## src/rtl/inst_fetch.sv

```systemverilog
// Byte-queue instruction fetch: 1-byte instructions are valid one cycle after their ack; holds inst while inst_ready=0.
// Optional FETCH_PREFETCH_EN keeps requesting bytes up to QDEPTH while an instruction waits; otherwise fetch stalls.
module inst_fetch #(
   parameter int          QDEPTH   = 4,
   parameter logic [15:0] RESET_PC = 16'h0000
) (
   input  logic        clk,
   input  logic        rst_n,
   output logic        mem_req,
   output logic [15:0] mem_addr,
   input  logic        mem_ack,
   input  logic [7:0]  mem_rdata,
   output logic [15:0] inst,
   output logic [15:0] inst_pc,
   output logic        inst_valid,
   input  logic        inst_ready,
   input  logic        redirect,
   input  logic [15:0] redirect_pc
);
   localparam int AW = $clog2(QDEPTH);
   localparam int CW = AW + 1;
   localparam logic [CW-1:0] DEPTH = CW'(QDEPTH);

   localparam logic [1:0] IDLE  = 2'd0;
   localparam logic [1:0] REQ   = 2'd1;
   localparam logic [1:0] DRAIN = 2'd2;

   logic [1:0]    state;
   logic [1:0]    state_next;
   logic [7:0]    q [QDEPTH];
   logic [AW-1:0] rd_ptr;
   logic [AW-1:0] wr_ptr;
   logic [AW-1:0] rd_ptr_next;
   logic [CW-1:0] count;
   logic [CW-1:0] count_next;
   logic [CW-1:0] pop_len;
   logic [15:0]   fetch_addr;
   logic [15:0]   fetch_addr_next;
   logic [15:0]   pc;
   logic [7:0]    head;
   logic [7:0]    second;
   logic          two_byte;
   logic          push;
   logic          pop;
   logic          issue;

   assign head     = q[rd_ptr];
   assign second   = q[rd_ptr + AW'(1)];
   assign two_byte = head[7];

   assign inst_valid = ((count >= CW'(1)) && !two_byte) || ((count >= CW'(2)) && two_byte);
   assign inst       = !inst_valid ? 16'h0000 : (two_byte ? {head, second} : {head, 8'h00});
   assign inst_pc    = pc;
   assign mem_req    = (state == REQ) || (state == DRAIN);

   // Redirect outranks both the consume and the push of a same-cycle ack.
   assign pop     = inst_valid && inst_ready && !redirect;
   assign push    = (state == REQ) && mem_ack && !redirect;
   assign pop_len = !pop ? CW'(0) : (two_byte ? CW'(2) : CW'(1));

   assign rd_ptr_next     = rd_ptr + AW'(pop_len);
   assign count_next      = redirect ? CW'(0) : (count + CW'(push) - pop_len);
   assign fetch_addr_next = redirect ? redirect_pc : (push ? fetch_addr + 16'd1 : fetch_addr);

`ifdef FETCH_PREFETCH_EN
   assign issue = 1'b1;
`else
   logic [7:0] head_next;

   // With a single byte left after this edge, it is the pushed byte when a push lands on the new head.
   assign head_next = (push && (wr_ptr == rd_ptr_next)) ? mem_rdata : q[rd_ptr_next];
   assign issue     = (count_next == CW'(0)) || ((count_next == CW'(1)) && head_next[7]);
`endif

   always_comb begin
      state_next = state;
      case (state)
         IDLE: begin
            if (!redirect && (count_next < DEPTH) && issue)
               state_next = REQ;
         end
         REQ: begin
            if (redirect)
               state_next = mem_ack ? IDLE : DRAIN;
            else if (mem_ack)
               state_next = ((count_next < DEPTH) && issue) ? REQ : IDLE;
         end
         DRAIN: begin
            if (mem_ack)
               state_next = IDLE;
         end
         default: state_next = IDLE;
      endcase
   end

   always_ff @(posedge clk or negedge rst_n) begin
      if (!rst_n) begin
         state      <= IDLE;
         rd_ptr     <= '0;
         wr_ptr     <= '0;
         count      <= '0;
         fetch_addr <= RESET_PC;
         mem_addr   <= RESET_PC;
         pc         <= RESET_PC;
      end else begin
         state      <= state_next;
         count      <= count_next;
         fetch_addr <= fetch_addr_next;
         // A draining request keeps presenting the address it was issued with.
         if (state_next != DRAIN)
            mem_addr <= fetch_addr_next;
         if (redirect) begin
            rd_ptr <= '0;
            wr_ptr <= '0;
            pc     <= redirect_pc;
         end else begin
            rd_ptr <= rd_ptr_next;
            if (push)
               wr_ptr <= wr_ptr + AW'(1);
            if (pop)
               pc <= pc + 16'(pop_len);
         end
      end
   end

   always_ff @(posedge clk or negedge rst_n) begin
      if (!rst_n) begin
         for (int i = 0; i < QDEPTH; i++)
            q[i] <= 8'h00;
      end else if (push) begin
         q[wr_ptr] <= mem_rdata;
      end
   end

endmodule

```

## config.mk

```make
export PLATFORM = sky130hd
export DESIGN_NAME = inst_fetch
export DESIGN_NICKNAME = d
export VERILOG_FILES = /design/src/rtl/inst_fetch.sv
export SDC_FILE = /design/constraint.sdc
export NUM_CORES = 1
export LEC_CHECK = 0
export ABC_AREA = 1
export BUFFER_PORTS_ARGS = -buffer_cell sky130_fd_sc_hd__buf_2
export CORE_MARGIN = 4
export CORE_UTILIZATION = 50
export DETAILED_ROUTE_END_ITERATION = 8
export PLACE_DENSITY = 0.72
export SLEW_MARGIN = 25
export SYNTH_ARGS = -nofsm -noshare
export SYNTH_HDL_FRONTEND = slang
export SYNTH_SLANG_ARGS = --single-unit
```

## constraint.sdc

```tcl
create_clock -name clk -period 3.8 [get_ports clk]
set_input_delay 0 -clock clk [delete_from_list [all_inputs] [get_ports clk]]
set_output_delay 0 -clock clk [all_outputs]
set_load 0.02 [all_outputs]
```

# == Word level (Yosys, flattened, before mapping) ==
# Cells that the tools add are included.
# totals
inputBits,29
reg_bits,89
# op_classes
bitwise_logic,4
mux,32
addsub,7
magnitude_cmp,8
n_eq_ne,5
reduce_logical,21
# ops
cell,count
$mux W16,6
$mux W8,8
$bmux W8 S2,3
$bwmux W32,1
$mux W2,10
$add A16 B1 Y16 const B,1
$add A16 B2 Y16,1
$demux W8 S2,1
$ge A3 B3 Y1 const B,4
$logic_and A1 B1 Y1,12
$not A2 Y3,4
$pmux W2 S3,1
$add A2 B1 Y2 const B,2
$reduce_bool A2 Y1,2
$add A3 B1 Y3,1
$eq A3 B1 Y1 const B,1
$ge A3 B1 Y1 const B,1
$ge A3 B2 Y1 const B,1
$logic_not A3 Y1,1
$logic_or A1 B1 Y1,3
$lt A3 B1 Y1 const B,1
$lt A3 B3 Y1 const B,1
$mux W3,1
$sub A3 B2 Y3,1
8 further kinds,9

# == Longest topological paths before layout ==
# logic_depth
word_depth,24
ltp_mapped,30
mapped_depth_nobuf,27

# == Worst setup path before layout ==
# Ideal clock, no wire load.
# synth_path
path_type,register to register
startpoint,register rd_ptr[0]
endpoint,register mem_addr[13]
path_stages_with_launch,29
slack_ps,459
n_path_buf,3
setup_ps,117
synth_period_minus_slack_ps,3341
required_time_ps,3683
t_arrival_ps,3225
cell_sequence,dfrtp_1 buf_6 inv_2 buf_6 nand2_2 nand3_2 nand2_2 clkinv_2 nand2_2 nand2_4 nand2_2 nor2_8 nand2_2 clkinv_2 nand2_1 nand2_1 ha_1 fa_1 xnor2_1 inv_1 nor4_1 nand3_1 nand2_1 nand2_2 nand2_2 a21oi_4 buf_4 nand3_1 nand2_1
# synth_between
elab_chain_cells,24
word_cells_on_any_way,36
cone_classes,2 x add/sub; 1 x order compare; 3 x eq/ne; 15 x mux; 2 x bitwise; 13 x reduce/logical
# synth_lines
item,line,source
"start, declared",31,logic [AW-1:0] rd_ptr;
"start signal, assigned",117,rd_ptr <= rd_ptr_next;
$not A2 Y3 (not written as such) *,47,assign head = q[rd_ptr];
$bmux W8 S2 *,47,
$mux W8 (not written as such) * (2 in a row),47,
$logic_not A1 Y1,51,assign inst_valid = ((count >= CW'(1)) && !two_byte) || ((count >= CW'(2)) && two_byte);
$logic_and A1 B1 Y1,51,
$logic_or A1 B1 Y1 *,51,
net inst_valid,15,"output logic inst_valid,"
$logic_and A1 B1 Y1 * (2 in a row),57,assign pop = inst_valid && inst_ready && !redirect;
[7 not listed],--,
$logic_and A1 B1 Y1,72,assign issue = (count_next == CW'(0)) || ((count_next == CW'(1)) && head_next[7]);
$logic_or A1 B1 Y1,72,
$logic_and A1 B1 Y1,86,state_next = ((count_next < DEPTH) && issue) ? REQ : IDLE;
$mux W1,86,
$mux W2,85,else if (mem_ack)
$mux W2,83,if (redirect)
$pmux W2 S3 *,77,case (state)
$ne A2 B2 Y1 *,110,if (state_next != DRAIN)
"end signal, assigned",111,mem_addr <= fetch_addr_next;
"end, declared",10,"output logic [15:0] mem_addr,"
# The timed path passes the listed nets; every way through them passes the cells marked *. The select of a mux whose other input is x is not followed.
# A chain may end at the register's enable or synchronous reset.

# == Worst setup path after layout ==
# layout_path
startpoint,register rd_ptr[0]
endpoint,register mem_addr[15]
# layout_between
word_cells_on_any_way,36
cone_classes,2 x add/sub; 1 x order compare; 3 x eq/ne; 15 x mux; 2 x bitwise; 13 x reduce/logical
# layout_rtl
item,line,source
$not A2 Y3 (not written as such) *,47,
$bmux W8 S2 *,47,
$mux W8 (not written as such) * (2 in a row),47,
$logic_not A1 Y1,51,
$logic_and A1 B1 Y1,51,
$logic_or A1 B1 Y1,51,
$logic_and A1 B1 Y1 (2 in a row),57,
$mux W2 *,59,assign pop_len = !pop ? CW'(0) : (two_byte ? CW'(2) : CW'(1));
$sub A3 B2 Y3 *,62,assign count_next = redirect ? CW'(0) : (count + CW'(push) - pop_len);
$mux W3 *,62,
net count_next[1],35,logic [CW-1:0] count_next;
branches (longest 7 deep; another with $lt A3 B3 Y1),--,
$pmux W2 S3 *,77,
$ne A2 B2 Y1 *,110,
# Mark *: on every way through the listed nets, which the timed path passes. The select of a mux whose other input is x is not followed.

==> summary.md <==
| Metric | Value |
|---|---|
| Outcome | `finished, final reports clean` |
| Worst slew pin tran | `between 0.7 and 0.8 ns` |
| Site Rows | `36` |
| Initial Utilization | `between 50% and 60%` |
| Worst Setup Slack, final | `between 0.3 and 0.4 ns` |
| Num CTS Buffers | `9` |
| I/O pins | `79` |
| Achievable Freq | `between 0.2 and 0.3 GHz` |
| Post-synth top flop | `dfrtp_1` |
| Cell family with most CP delay | `simple AND/OR/NAND/NOR gates` |
| GP Congestion | `approximately 0.9` |
| Dpl ws | `between 0.15 and 0.2 ns` |
| Max-slew headroom | `just over 50%` |
| Post-synth EDFFs | `0` |
| Crit path capture type | `flip-flop` |
| Worst Path Arrival | `3.72 ns` |
| Antenna Nets Post-Route | `0` |
| Cell taking the most area after synthesis | `dfrtp_1` |
| Final Cycle Share | `between 90% and 100%` |
| CTS tree | `done` |
| Crit path time final | `3.46 ns` |
| Register area share after synthesis | `44.7%` |
| Antenna cell count | `0` |
| Hold violation total from the final report | `0` |
| Final Util | `about three fifths` |
| Layout Nets | `784` |
| Port bufs | `78` |
| Max Cap Viol | `0` |
| Die area | `approximately 12000 um^2` |
| Vias | `between 4000 and 5000` |
| Initial antenna violation count | `0` |
| Hold Crit Class | `in -> reg` |
| Final WL | `13200 um` |
| Syn_nets | `~700` |
| Pleak | `about 0.0030 uW` |
| Worst-path maximum fanout | `16` |
| Clock Pin Slew Worst Setup and Hold Paths | `about 0.09 ns` |
| DP HPWL | `roughly 9000 um` |
| Worst Hold Launch | `redirect_pc[9]` |
| Area Overhead vs Synth | `19.8%` |
| Root buf cell | `clkbuf_8` |
| Layout cells sized above 1 | `approximately 18%` |
| PwrDens | `619 nW/um^2` |
| Htree depth | `3` |
| FFs w/ async S/R, synth | `100%` |
| Largest net degree at the start of global routing | `56` |
| DRC | `0` |
| Mapped Area | `about 5000 um^2` |
| Worst path slowest cell | `fa_1` |
| Crit path launch | `rd_ptr[0]` |
| Slew Viols, Final | `0` |
| Global-route congestion overflow total | `0` |
| Reg-to-reg slack, setup | `between 0.3 and 0.4 ns` |
| Vias in the first global route | `approximately 4500` |
| Die span in y | `~110 um` |
| Global-route wire length before repair | `about 22000 um` |
| Synthesis Warnings | `0` |
| CP startpoint kind | `flip-flop` |
| Critical Path Max Stage Delay | `0.48 ns` |
| Die W | `around 110 um` |
| Core area | `~9700 um^2` |
| Clock Path Buffers | `2` |
| Clock skew | `about 0.011 ns` |
| GRT Util Overall | `a little under a quarter` |
| Proportion of netlist area held by the largest area contributor | `44.7%` |
| Final setup violation count | `0` |
| Sink Count | `89` |
| Crit Path Class | `reg -> reg` |
| Critical path buffer and inverter count | `4` |
| Iter 0 DRT Violations | `~350` |
| Gate Count Post-Synth | `between 600 and 700` |
| Avg Cell Area, Syn | `7.77 um^2` |
| WP data required | `between 4 and 5 ns` |
| Synth cell types | `39` |
| Fill cells | `between 800 and 900` |
| Clk_lat worst skew | `between 0.3 and 0.4 ns` |
| DRT Pass-1 Iters | `5` |
| Max VDD drop | `approximately 430 uV` |
| Yosys reg bits | `89` |
| Drt wl/cell | `roughly 15 um` |
| Area contributors post-synth | `dfrtp_1 (45%), nand2_1 (13%), o21ai_0 (7.2%), nand3_1 (5.3%), inv_1 (4.8%)` |
| Via density | `5.36` |
| Worst r2r src | `rd_ptr[0]` |
logic make-up (layout without fill, tap and decap cells):
| logic type | after synthesis | in the layout | share of synthesized area, % |
|---|---|---|---|
| AND/OR/NAND/NOR | 301 | 301 | 26.7 |
| AO/OA/AOI/OAI | 125 | 125 | 13.8 |
| buffers and inverters | 94 | 198 | 7.78 |
| flip-flops | 89 | 89 | 44.7 |
| XOR/XNOR | 17 | 17 | 2.99 |
| adder cells (fa/ha/maj) | 15 | 15 | 4.07 |
stage by stage:
step                      instances  hold WS, ns  power, uW  TNS (ns)  instance area, um^2
after floorplan                 641       -0.296       2500         0                 4980
after global placement          836       0.0974       2880         0                 5480
after detailed placement        836        0.111       2910         0                 5480
after CTS                       875      0.00336       3610         0                 5910
after global routing            878       0.0300       3990   -0.0261                 5970
final                           878      0.00295       3700         0                 5970
power breakdown:
| group | internal [uW] | switching [uW] |
|---|---|---|
| clock network | 310 | 356 |
| registers | 1200 | 211 |
| logic | 569 | 1050 |
| total | 2080 | 1620 |
Yosys cell counts (4+ instances only):
cell,instances
a31oi_1,9
o21ai_1,6
inv_1,64
inv_2,4
xnor2_1,7
nor3_1,7
a21oi_1,26
xor2_1,10
nand4_1,7
nor2_1,40
nand2_1,171
ha_1,13
o21ai_0,72
nand2_2,12
dfrtp_1,89
clkbuf_1,14
nand3_1,53
flip-flops by register name (all words and copies together) (netlist names):
signal and cells:
fetch_addr 16, mem_addr 16, count 3, inst_pc 16
rd_ptr 2, wr_ptr 2, state 2, q 32
metal layers:
layer  global-route usage [%]  vias to the layer above  share of wire (%)
met2                     36.7                      171                 46
met4                     7.39                        0                1.3
met5                        0                        -                  0
met3                     4.44                       18                7.0
met1                     33.7                     2222                 46
li1                         -                     2291                  -
final timing paths:
check,cells past startpoint,end
max reg2reg,26,mem_addr[15]
min in group asynchronous,2,q[22]
min reg2reg,2,q[13]
max,26,mem_addr[15]
max in group asynchronous,3,q[18]
min,3,fetch_addr[9]
final cells by class:
| cell class | count | area (um^2) | area share, % |
|---|---|---|---|
| clock inverters | 7 | 75.1 | 1.26 |
| repair buffers | 112 | 731 | 12.2 |
| clock buffers | 9 | 124 | 2.07 |
| inverters | 70 | 265 | 4.44 |
| flip-flops and latches | 89 | 2230 | 37.3 |
| well taps | 133 | 166 | 2.79 |
| multi-input cells | 458 | 2380 | 39.9 |
layout by cell type, fill, tap and decap left out, types with 7 or more instances in the layout:
cell,count
nand2_1,171
dfrtp_1,88
buf_2,77
o21ai_0,72
inv_1,64
nand3_1,53
nor2_1,40
a21oi_1,26
dlygate4sd3_1,23
ha_1,13
nand2_2,12
xor2_1,10
buf_4,10
a31oi_1,9
clkbuf_8,9
nor3_1,7
nand4_1,7
tightest hold or removal path, cell delays in order:
cell and delay (ns):
buf_2 0.09, inv_1 0.09, o21ai_0 0.12
repair_timing:
item,4_1_cts,5_1_grt
hold endpoints to repair,111,0
buffers inserted,0,3
hold buffers,23,0
endpoints found under the setup margin,0,17
resized for setup,0,3
Power figures use the tool's default switching activity.
